## config.mk

```make
export PLATFORM = sky130hd
export DESIGN_NAME = m68k_bus_initiator
export DESIGN_NICKNAME = d
export VERILOG_FILES = /design/src/rtl/m68k_bus_initiator.sv
export SDC_FILE = /design/constraint.sdc
export NUM_CORES = 1
export LEC_CHECK = 0
export ABC_AREA = 1
export CORE_AREA = 2 2 75 77
export DETAILED_ROUTE_END_ITERATION = 6
export DIE_AREA = 0 0 77 79
export PLACE_DENSITY = 0.79
export SETUP_SLACK_MARGIN = 0.1
export SLEW_MARGIN = 20
export SYNTH_ARGS = -nofsm -noshare
export SYNTH_HDL_FRONTEND = slang
export SYNTH_SLANG_ARGS = --single-unit
```

## constraint.sdc

```tcl
create_clock -name clk -period 4.9 [get_ports clk]
set_input_delay 1.225 -clock clk [delete_from_list [all_inputs] [get_ports clk]]
set_output_delay 1.225 -clock clk [all_outputs]
set_load 0.05 [all_outputs]
```

## src/rtl/m68k_bus_initiator.sv

```systemverilog
// 68000-style asynchronous bus master: single byte read/write cycles driven from a
// command/response port, completed on a synchronized _dtack with bounded waits.
module m68k_bus_initiator #(
    parameter int         ADDR_W  = 20,
    parameter int         DATA_W  = 8,
    parameter int         TIMEOUT = 255,
    parameter logic [1:0] FC_CODE = 2'b01
) (
    input  logic              clk,
    input  logic              reset,
    input  logic              cmd_valid,
    output logic              cmd_ready,
    input  logic              cmd_rw,
    input  logic [ADDR_W-1:0] cmd_addr,
    input  logic [DATA_W-1:0] cmd_wdata,
    output logic              rsp_valid,
    output logic [DATA_W-1:0] rsp_rdata,
    output logic              rsp_err,
    output logic [ADDR_W-1:0] addr,
    output logic [DATA_W-1:0] d_out,
    output logic              d_oe,
    input  logic [DATA_W-1:0] d_in,
    output logic              _as,
    output logic              _ds,
    output logic              rw,
    output logic              fc0,
    output logic              fc1,
    input  logic              _dtack
);

    localparam int CNT_W = $clog2(TIMEOUT + 1);
    localparam logic [CNT_W:0] TMO_EXT = (CNT_W + 1)'(TIMEOUT);
    localparam logic [CNT_W:0] CNT_ONE = {{CNT_W{1'b0}}, 1'b1};

    localparam logic [2:0] S_IDLE    = 3'd0;
    localparam logic [2:0] S_SETUP   = 3'd1;
    localparam logic [2:0] S_STROBE  = 3'd2;
    localparam logic [2:0] S_WAIT    = 3'd3;
    localparam logic [2:0] S_RELEASE = 3'd4;
    localparam logic [2:0] S_DONE    = 3'd5;

    logic [2:0]        state_q, state_d;
    logic [CNT_W-1:0]  cnt_q, cnt_d;
    logic              err_q, err_d;
    logic [ADDR_W-1:0] addr_q, addr_d;
    logic              rw_q, rw_d;
    logic [DATA_W-1:0] dout_q, dout_d;
    logic              doe_q, doe_d;
    logic              as_q, as_d;
    logic              ds_q, ds_d;
    logic              rvalid_q, rvalid_d;
    logic              rerr_q, rerr_d;
    logic [DATA_W-1:0] rdata_q, rdata_d;
    logic              ready_q, ready_d;
    logic              dtk_meta_q, dtk_s_q;

    logic [CNT_W:0]    cnt_inc;
    logic              tmo_hit;

    // Counter stops at TIMEOUT, so the extra bit only guards the compare.
    assign cnt_inc = {1'b0, cnt_q} + CNT_ONE;
    assign tmo_hit = (cnt_inc >= TMO_EXT);

    always_comb begin
        state_d  = state_q;
        cnt_d    = cnt_q;
        err_d    = err_q;
        addr_d   = addr_q;
        rw_d     = rw_q;
        dout_d   = dout_q;
        doe_d    = doe_q;
        as_d     = as_q;
        ds_d     = ds_q;
        rdata_d  = rdata_q;
        rvalid_d = 1'b0;
        rerr_d   = 1'b0;

        case (state_q)
            S_IDLE: begin
                if (cmd_valid && ready_q) begin
                    addr_d  = cmd_addr;
                    rw_d    = cmd_rw;
                    doe_d   = ~cmd_rw;
                    if (!cmd_rw) dout_d = cmd_wdata;
                    state_d = S_SETUP;
                end
            end
            S_SETUP: begin
                as_d    = 1'b0;
                ds_d    = 1'b0;
                cnt_d   = '0;
                state_d = S_STROBE;
            end
            S_STROBE: begin
                cnt_d   = '0;
                state_d = S_WAIT;
            end
            S_WAIT: begin
                if (!dtk_s_q || tmo_hit) begin
                    if (!dtk_s_q) begin
                        if (rw_q) rdata_d = d_in;
                    end else begin
                        err_d = 1'b1;
                    end
                    as_d    = 1'b1;
                    ds_d    = 1'b1;
                    doe_d   = 1'b0;
                    cnt_d   = '0;
                    state_d = S_RELEASE;
                end else begin
                    cnt_d = cnt_inc[CNT_W-1:0];
                end
            end
            S_RELEASE: begin
                if (dtk_s_q) begin
                    rvalid_d = 1'b1;
                    rerr_d   = err_q;
                    state_d  = S_DONE;
                end else if (tmo_hit) begin
                    err_d    = 1'b1;
                    rvalid_d = 1'b1;
                    rerr_d   = 1'b1;
                    state_d  = S_DONE;
                end else begin
                    cnt_d = cnt_inc[CNT_W-1:0];
                end
            end
            S_DONE: begin
                err_d   = 1'b0;
                rw_d    = 1'b1;
                state_d = S_IDLE;
            end
            default: state_d = S_IDLE;
        endcase

        ready_d = (state_d == S_IDLE);
    end

    always_ff @(posedge clk) begin
        if (reset) begin
            state_q    <= S_IDLE;
            cnt_q      <= '0;
            err_q      <= 1'b0;
            addr_q     <= '0;
            rw_q       <= 1'b1;
            dout_q     <= '0;
            doe_q      <= 1'b0;
            as_q       <= 1'b1;
            ds_q       <= 1'b1;
            rvalid_q   <= 1'b0;
            rerr_q     <= 1'b0;
            rdata_q    <= '0;
            ready_q    <= 1'b1;
            dtk_meta_q <= 1'b1;
            dtk_s_q    <= 1'b1;
        end else begin
            state_q    <= state_d;
            cnt_q      <= cnt_d;
            err_q      <= err_d;
            addr_q     <= addr_d;
            rw_q       <= rw_d;
            dout_q     <= dout_d;
            doe_q      <= doe_d;
            as_q       <= as_d;
            ds_q       <= ds_d;
            rvalid_q   <= rvalid_d;
            rerr_q     <= rerr_d;
            rdata_q    <= rdata_d;
            ready_q    <= ready_d;
            dtk_meta_q <= _dtack;
            dtk_s_q    <= dtk_meta_q;
        end
    end

    assign cmd_ready = ready_q;
    assign rsp_valid = rvalid_q;
    assign rsp_err   = rerr_q;
    assign rsp_rdata = rdata_q;
    assign addr      = addr_q;
    assign d_out     = dout_q;
    assign d_oe      = doe_q;
    assign _as       = as_q;
    assign _ds       = ds_q;
    assign rw        = rw_q;
    assign fc0       = FC_CODE[0];
    assign fc1       = FC_CODE[1];

endmodule

```

==> results.ini <==
[timing]
setup_viol=0
setup_tns_ns=0
min_period_ns=2.84
worst_pin_slew_ns=0.639
whs_ns=0.425
skew_ns=0.00438
hold_violations=0
drv_slew=0
relSlewSlack=0.574
fmax_mhz=352
fin_crit_sh=0.580
grt_setup_unrepaired=no

[synth]
synth-edff-count=0
syn_nets=343
synth_top_area_share=0.487
synth_commonest_cells=nand2_1 (67), dfxtp_1 (56), nor2_1 (38)
ys_async_sr_fraction=0
netlist_top_cells_area=dfxtp_1 (49%), nand2_1 (11%), a21oi_1 (6.7%)
synth_top_flop_cell=dfxtp_1
synth_warnings=0
synth_cell_types=34
synth.largest_area_cell=dfxtp_1
synth_area_mm2=0.00230
syn_area_per_cell_um2=7.67
synth_cells=300
seq_area_frac_synth=0.487
synth.most_common_cell=nand2_1
yosys_register_bits=56

[clocking]
cts-resized-gates=0
cts_tree=yes
tritoncts.num_buffers=5
cts.path.max_buffers=2
cts_num_sinks=56
worstSkewPairLatency_ns=0.30
cts_hold_buf=0
path_clk_slew_ns=0.09
cts_setup_buffers=0
cts_root_buffer=clkbuf_8
htreeDepth=2

[drt]
wl_per_cell_um=11.4
drtPass1Iterations=4
vias=2150
viasPerCell=4.78
postRouteAntennaNets=0
drt_iter0_markers=105
finalWirelength_um=5120
drc=0

[worst_setup_path]
end_kind=flip-flop
r2r-start=cnt_q[0]$_SDFFE_PP0P_
worst-setup-path-type=in -> reg
worstPathMaxFanout=24
arrival_ns=3.01
cp_data_required_time_ns=5.07
reg2reg_to=cnt_q[5]$_SDFFE_PP0P_
timing.critical_path.from=cmd_valid
start_kind=primary input
r2r_cells=11
endpoint=rw$_SDFFE_PP1P_
rrSetupSlack_ns=2.82

[status]
status=finished, final reports clean

[die]
start_util=0.431
die_x_um=77
ios=86
num_rows=27
dieHeight_um=79
core-area_mm2=0.00534
fp.dieArea_mm2=0.00608

[pwr]
peakVddDrop_v=0.000274
total_power_mw=1.32
p_per_area_mw_per_mm2=405
leakagePower_nw=1.26

[grt]
overflow=0
antenna_found_initial=0
grt_max_degree=34
grt_first_pass_wirelength_um=8600
first_global_vias=1996
grt_use_total=0.172

[layout]
multi_input_area_mm2=0.00102
insertedDiodeCount=0
nNetsFinal=420
ff_latch_area_mm2=0.00112
fin_cells=450
fill_cells=500
syn_to_final_growth_pct=41.3
drive_above_1_share=0.0794

[flow_run]
maxCapViolCount=0

[placement]
placed_cells=442
dp_hpwl_um=3720
gp_congestion=0.843
port_buffers=83

[worst_hold_path]
hold_path.class=reg -> reg

[sequential cells by signal, indices dropped and copies added (netlist names)]
register    cells
rsp_err         1
state_q         3
cmd_ready       1
addr           20
dtk_s_q         1
_ds             1
d_oe            1
rsp_rdata       8
cnt_q           8
err_q           1
rw              1
d_out           8
rsp_valid       1
dtk_meta_q      1
[placed cells by master (no fill, tap or decap), types with 2 or more instances in the layout]
master / Yosys / layout
nor2_4: 2 / 2
clkdlybuf4s50_1: 0 / 83
nor2_2: 2 / 2
o21bai_1: 2 / 2
nand3_1: 10 / 10
clkbuf_8: 0 / 6
or2_2: 2 / 2
nand4_1: 7 / 7
inv_1: 20 / 20
a21oi_1: 31 / 31
ha_1: 2 / 2
conb_1: 2 / 2
nand2_1: 67 / 67
nand3_2: 5 / 5
nor2_1: 38 / 38
o21ai_0: 20 / 20
inv_2: 2 / 2
nor3_1: 2 / 2
o21ai_1: 2 / 2
nand2_2: 4 / 4
dfxtp_1: 56 / 56
[metrics by stage]
step                utilization  worst slack (ns)  instance area [µm²]
floorplan                     -              2.76                 2300
global placement          0.592              1.81                 3160
detailed placement        0.592              1.72                 3160
CTS                       0.609              2.05                 3250
global route              0.609              1.88                 3250
finish                    0.609              2.06                 3250
[layer usage]
layer  track usage  share of wire  wire length (µm)
met1         0.200           0.45              2290
met2         0.311           0.48              2470
met3        0.0466          0.061               310
met4        0.0446          0.011                55
met5             0              0                 0
[cells by family after synthesis]
family	share of synthesized area
AOI/OAI and AO/OA	0.132
xor gates and xnor gates	0.00381
DFF	0.487
and+or+nand+nor	0.294
other	0.00326
buffers and inverters	0.0690
adders and majority gates	0.0109
[critical path: stages]
cell	delay, ns
clkdlybuf4s50_1	0.51
nand4_4	0.33
nor2_2	0.37
clkinv_1	0.31
o21ai_0	0.18
nand3_1	0.09
[where the power goes]
group / internal (mW) / total, mW / switching [mW] / leakage (nW)
Clock: 0.115 / 0.257 / 0.141 / 0.0445
Sequential: 0.513 / 0.548 / 0.0355 / 0.456
Combinational: 0.167 / 0.511 / 0.344 / 0.756
Total: 0.794 / 1.32 / 0.521 / 1.26
[layout make-up]
class | count | area share
Clock buffer | 7 | 0.0265
Clock inverter | 1 | 0.00231
Inverter | 23 | 0.0265
Multi-Input combinational cell | 207 | 0.314
Sequential cell | 56 | 0.345
Tap cell | 72 | 0.0277
Timing Repair Buffer | 84 | 0.258
[how the worst min path moves through the flow]
stage	from	end	slack (ns)	cells after the start
floorplan	dtk_meta_q$_SDFF_PP1_	dtk_s_q$_SDFF_PP1_	0.39	1
global placement	dtk_meta_q$_SDFF_PP1_	dtk_s_q$_SDFF_PP1_	0.40	1
detailed placement	dtk_meta_q$_SDFF_PP1_	dtk_s_q$_SDFF_PP1_	0.40	1
CTS	dtk_meta_q$_SDFF_PP1_	dtk_s_q$_SDFF_PP1_	0.43	1
global route	dtk_meta_q$_SDFF_PP1_	dtk_s_q$_SDFF_PP1_	0.45	1
finish	dtk_meta_q$_SDFF_PP1_	dtk_s_q$_SDFF_PP1_	0.43	1
Power figures use the tool's default switching activity.
